### src/rtl/chip8_pkg.sv
// Shared types for the chip8 memory subsystem: arbiter FSM states and requester ids.
package chip8_pkg;

  typedef enum logic [1:0] {
    IDLE      = 2'd0,
    ISSUE     = 2'd1,
    READ_WAIT = 2'd2
  } arb_state_e;

  typedef enum logic {
    REQ_CPU = 1'b0,
    REQ_DMA = 1'b1
  } req_id_e;

endpackage

### src/rtl/mem_arbiter.sv
// Two-requester (cpu/dma) arbiter in front of a memory with a 1-cycle synchronous read port.
// Define MEM_ARB_ROUND_ROBIN_EN for round-robin arbitration; default is cpu priority with a dma starvation guard.
module mem_arbiter
  import chip8_pkg::*;
#(
  parameter int unsigned ADDR_W       = 12,
  parameter int unsigned DATA_W       = 8,
  parameter int unsigned STARVE_LIMIT = 4
) (
  input  logic              fpga_clk,
  input  logic              rst_in,
  input  logic              cpu_req,
  input  logic              cpu_we,
  input  logic [ADDR_W-1:0] cpu_addr,
  input  logic [DATA_W-1:0] cpu_wdata,
  output logic              cpu_ack,
  output logic              cpu_rvalid,
  input  logic              dma_req,
  input  logic              dma_we,
  input  logic [ADDR_W-1:0] dma_addr,
  input  logic [DATA_W-1:0] dma_wdata,
  output logic              dma_ack,
  output logic              dma_rvalid,
  output logic [DATA_W-1:0] rdata,
  output logic              mem_wr_go,
  output logic [ADDR_W-1:0] mem_wr_addr,
  output logic [DATA_W-1:0] mem_wr_data,
  output logic [ADDR_W-1:0] mem_rd_addr,
  input  logic [DATA_W-1:0] mem_rd_data
);

  arb_state_e        state;
  arb_state_e        state_next;
  req_id_e           grant_id;
  req_id_e           cap_id;
  logic              cap_we;
  logic [ADDR_W-1:0] cap_addr;
  logic [DATA_W-1:0] cap_wdata;
  logic              any_req;
  logic              arb_go;

  assign any_req = cpu_req | dma_req;
  assign arb_go  = (state == IDLE) && any_req;

`ifdef MEM_ARB_ROUND_ROBIN_EN
  req_id_e last_id;

  // On contention the requester not served last wins; a lone requester always wins.
  always_comb begin
    grant_id = REQ_CPU;
    if (cpu_req && dma_req) begin
      grant_id = (last_id == REQ_CPU) ? REQ_DMA : REQ_CPU;
    end else if (dma_req) begin
      grant_id = REQ_DMA;
    end
  end

  // Reset to dma so the first contended grant goes to cpu.
  always_ff @(posedge fpga_clk or posedge rst_in) begin
    if (rst_in) begin
      last_id <= REQ_DMA;
    end else if (arb_go) begin
      last_id <= grant_id;
    end
  end
`else
  localparam int unsigned CNT_W = $clog2(STARVE_LIMIT + 2);

  logic [CNT_W-1:0] starve_cnt;
  logic             starved;

  assign starved = (starve_cnt >= CNT_W'(STARVE_LIMIT));

  always_comb begin
    grant_id = REQ_CPU;
    if (dma_req && (!cpu_req || starved)) begin
      grant_id = REQ_DMA;
    end
  end

  // Counts arbitrations dma lost while requesting; saturates at the limit until dma is served.
  always_ff @(posedge fpga_clk or posedge rst_in) begin
    if (rst_in) begin
      starve_cnt <= '0;
    end else if (arb_go) begin
      if (grant_id == REQ_DMA) begin
        starve_cnt <= '0;
      end else if (dma_req && !starved) begin
        starve_cnt <= starve_cnt + CNT_W'(1);
      end
    end
  end
`endif

  always_ff @(posedge fpga_clk or posedge rst_in) begin
    if (rst_in) begin
      cap_id    <= REQ_CPU;
      cap_we    <= 1'b0;
      cap_addr  <= '0;
      cap_wdata <= '0;
    end else if (arb_go) begin
      cap_id <= grant_id;
      if (grant_id == REQ_DMA) begin
        cap_we    <= dma_we;
        cap_addr  <= dma_addr;
        cap_wdata <= dma_wdata;
      end else begin
        cap_we    <= cpu_we;
        cap_addr  <= cpu_addr;
        cap_wdata <= cpu_wdata;
      end
    end
  end

  always_ff @(posedge fpga_clk or posedge rst_in) begin
    if (rst_in) begin
      state <= IDLE;
    end else begin
      state <= state_next;
    end
  end

  // Outputs decode purely from state and captured values, so reset clears them immediately.
  always_comb begin
    state_next  = state;
    cpu_ack     = 1'b0;
    dma_ack     = 1'b0;
    cpu_rvalid  = 1'b0;
    dma_rvalid  = 1'b0;
    rdata       = '0;
    mem_wr_go   = 1'b0;
    mem_wr_addr = '0;
    mem_wr_data = '0;
    mem_rd_addr = '0;
    unique case (state)
      IDLE: begin
        if (any_req) begin
          state_next = ISSUE;
        end
      end
      ISSUE: begin
        cpu_ack     = (cap_id == REQ_CPU);
        dma_ack     = (cap_id == REQ_DMA);
        mem_rd_addr = cap_addr;
        mem_wr_addr = cap_addr;
        if (cap_we) begin
          mem_wr_go   = 1'b1;
          mem_wr_data = cap_wdata;
          state_next  = IDLE;
        end else begin
          state_next  = READ_WAIT;
        end
      end
      READ_WAIT: begin
        cpu_rvalid = (cap_id == REQ_CPU);
        dma_rvalid = (cap_id == REQ_DMA);
        rdata      = mem_rd_data;
        state_next = IDLE;
      end
      default: begin
        state_next = IDLE;
      end
    endcase
  end

endmodule

### config.mk
export PLATFORM = sky130hd
export DESIGN_NAME = mem_arbiter
export DESIGN_NICKNAME = d
export VERILOG_FILES = /design/src/rtl/chip8_pkg.sv /design/src/rtl/mem_arbiter.sv
export SDC_FILE = /design/constraint.sdc
export NUM_CORES = 1
export LEC_CHECK = 0
export CORE_MARGIN = 8
export CORE_UTILIZATION = 38
export CTS_CLUSTER_SIZE = 10
export DETAILED_ROUTE_END_ITERATION = 7
export PLACE_DENSITY = 0.81
export SLEW_MARGIN = 20
export SYNTH_ARGS = -nofsm -noshare
export SYNTH_HDL_FRONTEND = slang
export SYNTH_SLANG_ARGS = --single-unit
export TNS_END_PERCENT = 30
### constraint.sdc
create_clock -name fpga_clk -period 1.7 [get_ports fpga_clk]
set_clock_uncertainty 0.1 [all_clocks]
set_input_delay 0.34 -clock fpga_clk [delete_from_list [all_inputs] [get_ports fpga_clk]]
set_output_delay 0.34 -clock fpga_clk [all_outputs]
set_load 0.01 [all_outputs]
* Word level (Yosys, flattened, before mapping)
Index checks and enable logic that the tools add are counted.
Storage, ports and cells: logic and storage cells 41, bits in registers 27, input port bits 54, output and inout bits 45
Operators by class: muxes and demuxes 19, $lt $le $gt $ge 1, reductions and logical operators 9, add/subtract/negate cells 1, bitwise operators 2, equality and inequality tests 3
Operators by type and width (count):
- 8-bit two-way mux | 4
- 12-bit two-way mux | 2
- 1-bit two-way mux | 8
- 3-bit two-way mux | 2
- 2-bit two-way mux | 2
- 2-bit case mux with 2 select lines | 1
- 3-bit by 1-bit adder with 3-bit output, second input constant | 1
- 3-bit greater-or-equal comparator, second input constant | 1
- 1-bit logical AND | 3
- 2-bit by 1-bit equality test with 1-bit output, second input constant | 1
- 2-bit equality test, second input constant | 1
- 1-bit zero test | 2
- 2-bit zero test | 1
- 2-bit inequality test, second input constant | 1
- 2-bit AND reduction | 1
- 2-bit nonzero test | 1
- 1-bit logical OR | 1
- 1-bit inverter | 1
- 1-bit bitwise OR | 1

* Longest topological paths before layout
depth after elaboration 6, mapped depth 5, mapped depth without buffers 3

* Least setup slack after synthesis
OpenSTA, ideal clock, no wires.
path type flip-flop to output port, from register state[1], to output mem_wr_addr[0], data required time 1260 ps, path slack 105 ps, stages on the path, launching flop included 5, path buffers 2, arrival 1155 ps, path through dfrtp_1 nor2b_1 clkbuf_1 and2_1 buf_4
Between the ends: cells in the longest elaborated chain, start to end 2
RTL lines:
- from (decl) | RTL line mem_arbiter.sv:32 | arb_state_e state;
- from (signal assigned) | RTL line mem_arbiter.sv:119 | state <= state_next;
- 2-bit by 1-bit equality test with 1-bit output
- 12-bit two-way mux
- to (decl) | RTL line mem_arbiter.sv:26 | output logic [ADDR_W-1:0] mem_wr_addr,
Every way passes these cells.

* Final worst setup path
from register state[1], to output mem_wr_data[5]
Between the ends: cells in the longest elaborated chain, start to end 2
RTL lines:
- 2-bit by 1-bit equality test with 1-bit output | RTL line mem_arbiter.sv:135 | unique case (state)
- 8-bit two-way mux | RTL line mem_arbiter.sv:135
- to (decl) | RTL line mem_arbiter.sv:27 | output logic [DATA_W-1:0] mem_wr_data,
Every way passes these cells.

==> run metrics <==
GPL Wtd Cong=between 0.7 and 0.8; endpoints failing hold=0; floorplan row count=24; worst skew pair latency=0.27 ns; area growth from synthesis to layout=70.6%; run status=complete, but fails checks; Fmax=approximately 540 MHz; Max VDD drop=between 700 and 800 uV; CP arrival=between 1 and 1.5 ns; leading area contributor after synthesis=dfrtp_1; predominant post-synthesis flop cell=dfrtp_1; die area=around 6700 sq um; GRT Total Usage=around 17%; RSZ-0062 raised after global routing=true; worst hold margin=~0.32 ns; post-synthesis sequential area ratio=between 40% and 50%; final worst path period share=110%; DPL Wire Length=between 4 and 5 mm; Clock Path Buffers=2; largest net degree at the start of global routing=28; Synth area leaders=dfrtp_1, and2_1, a31oi_1; Critical Path Sink Type=output port; first-pass GRT wire length=just over 9 mm; vias per inst=5.38; Syn Area/Cell=~8.4 sq um; vias in the first global route=1886; initial antenna violation count=0; number of I/O port buffers=98; CTS root buffer=clkbuf_8; synthesized area=roughly 1700 sq um; ANT nets after route=0; WP data required=between 1 and 1.5 ns; Setup violations, final=45; CTS H-Tree Depth=1; Worst-path clk slew=roughly 0.090 ns; Total Nets Final=350; Worst Slack Setup Final=-0.162 ns; Pins Over Slew Limit=0; DR vias=about 1900; 1st-iter DRT viols=roughly 150; Setup CP Type=register to output port; DRC=0; Place WS=-0.211 ns; class of the worst hold path=input pin to async pin; max cap viols=0; CTS tree=done; Ys Warns=0; pwr/cell area=roughly 1600 nW/um^2; ys async rst share=100%; setup_tns=-5.55 ns; Initial Util=approximately 39%; Syn Nets=around 250; CP Max Fanout=7; Slew @ Worst Pin=approximately 0.38 ns; relative slew slack=roughly three quarters; die width=82.1 um; Diodes inserted=0; EDFF count, synth=0; FILL cells=approximately 370; wire per inst=roughly 17 um; total CTS buffers=3; routed wire length=between 6 and 7 mm; synthesis-stage register bit count=27; I/O Pins=between 90 and 100; Placed Area=2670 sq um; hold_buf cts=0; violated checks=negative setup slack; Mapped Cells=between 150 and 200; Num Clock Sinks=27; Final Instance Area=about 2800 sq um; first-pass iteration count of the detailed router=4; top post-synthesis cells by count=dfrtp_1, and2_1, a21oi_1, a31oi_1, nand3_1; layout cells sized above 1=between 30% and 40%; Tmin final=roughly 1.9 ns; Yosys top cell area share=between 40 and 50%; count of different cell masters after synthesis=25; Core Region=~4300 sq um; GRT Residual Overflow=0; count leader, synth=dfrtp_1; Leak Pwr=~1.3 nW; Setup crit start kind=register; Die Y=between 80 and 90 um
==> critical path, stage by stage (launching register included) <==
cell and delay (ns):
dfrtp_1 0.40, buf_6 0.13, nor2b_4 0.18, buf_6 0.16, and3_4 0.18, buf_6 0.10
==> placed cells by master, fill, tap and decap left out, types with 2 or more instances in the layout <==
master           instances
and3_1                   2
nor2b_2                  2
clkbuf_8                 3
and2_1                  11
and3_4                   6
nand2_1                  5
dfrtp_1                 27
inv_1                    2
and2_4                  13
nand3_1                 21
buf_6                   37
a31oi_1                 21
a21oi_1                 21
o21ai_0                 20
nor2b_4                  2
clkdlybuf4s50_1         53
o21ai_1                  3
buf_2                   13
buf_4                   21
==> power by group <==
| part | leakage, nW | switching [mW] | internal, mW |
|---|---|---|---|
| Combinational | 0.917 | 1.32 | 1.67 |
| Clock | 0.0228 | 0.198 | 0.168 |
| Sequential | 0.313 | 0.228 | 0.950 |
| Total | 1.25 | 1.75 | 2.79 |
==> timing repair <==
| action | CTS | global route |
|---|---|---|
| hold endpoints to repair | 0 | 0 |
| setup buffers | 2 | 0 |
| gates resized for setup | 237 | 10 |
| pin swaps | 16 | 2 |
| setup endpoints to repair | 45 | 45 |
| gates cloned | 3 | 0 |
==> layout make-up <==
| cell class | instances | area (sq um) | share of cell area [%] |
|---|---|---|---|
| sequential | 27 | 676 | 23.9 |
| inverter | 2 | 7.51 | 0.265 |
| timing repair buffer | 124 | 1170 | 41.3 |
| clock buffer | 4 | 45.0 | 1.59 |
| tap | 52 | 65.1 | 2.30 |
| multi-input combinational | 137 | 867 | 30.6 |
==> cell families after synthesis <==
| group | share of synthesized area [%] |
|---|---|
| and+or+nand+nor | 24.3 |
| AOI/OAI and AO/OA | 22.2 |
| buffers and inverters | 12.0 |
| adders and majority gates | 0.754 |
| DFF | 40.7 |
==> metrics by stage <==
stage | utilization, % | cells | power (mW)
floorplan | - | 197 | 2.54
finish | 65.9 | 346 | 4.54
detailed placement | 62.3 | 337 | 3.71
global route | 65.9 | 346 | 4.85
global placement | 62.3 | 337 | 3.64
CTS | 64.9 | 346 | 4.41
==> registers in the layout (all words and copies together) (netlist names) <==
| signal | cells |
|---|---|
| starve_cnt | 3 |
| cap_wdata | 8 |
| cap_addr | 12 |
| cap_we | 1 |
| state | 2 |
| cap_id | 1 |
==> path summary, 6_finish.rpt <==
path,start,endpoint,slack [ns],cells after the start
worst max-delay path,state[1],mem_wr_data[5],-0.16,5
worst min-delay path,rst_in,cap_addr[2],0.32,3
worst max register to register,state[0],starve_cnt[0],0.14,4
worst min register to register,starve_cnt[2],starve_cnt[2],0.40,2
max in group asynchronous,rst_in,cap_addr[8],0.92,3
min in group fpga_clk,starve_cnt[2],starve_cnt[2],0.40,2
==> layer usage <==
layer  vias to the layer above  routed length, um  track usage, %  share of wire [%]
li1                        880                  -               -                  -
met1                       878               2340            20.7                 39
met2                        94               3140            31.9                 52
met3                         8                440            2.08                7.3
met4                         0                 99            5.26                1.6
met5                         -                  0               0                  0
Power figures use the tool's default switching activity.
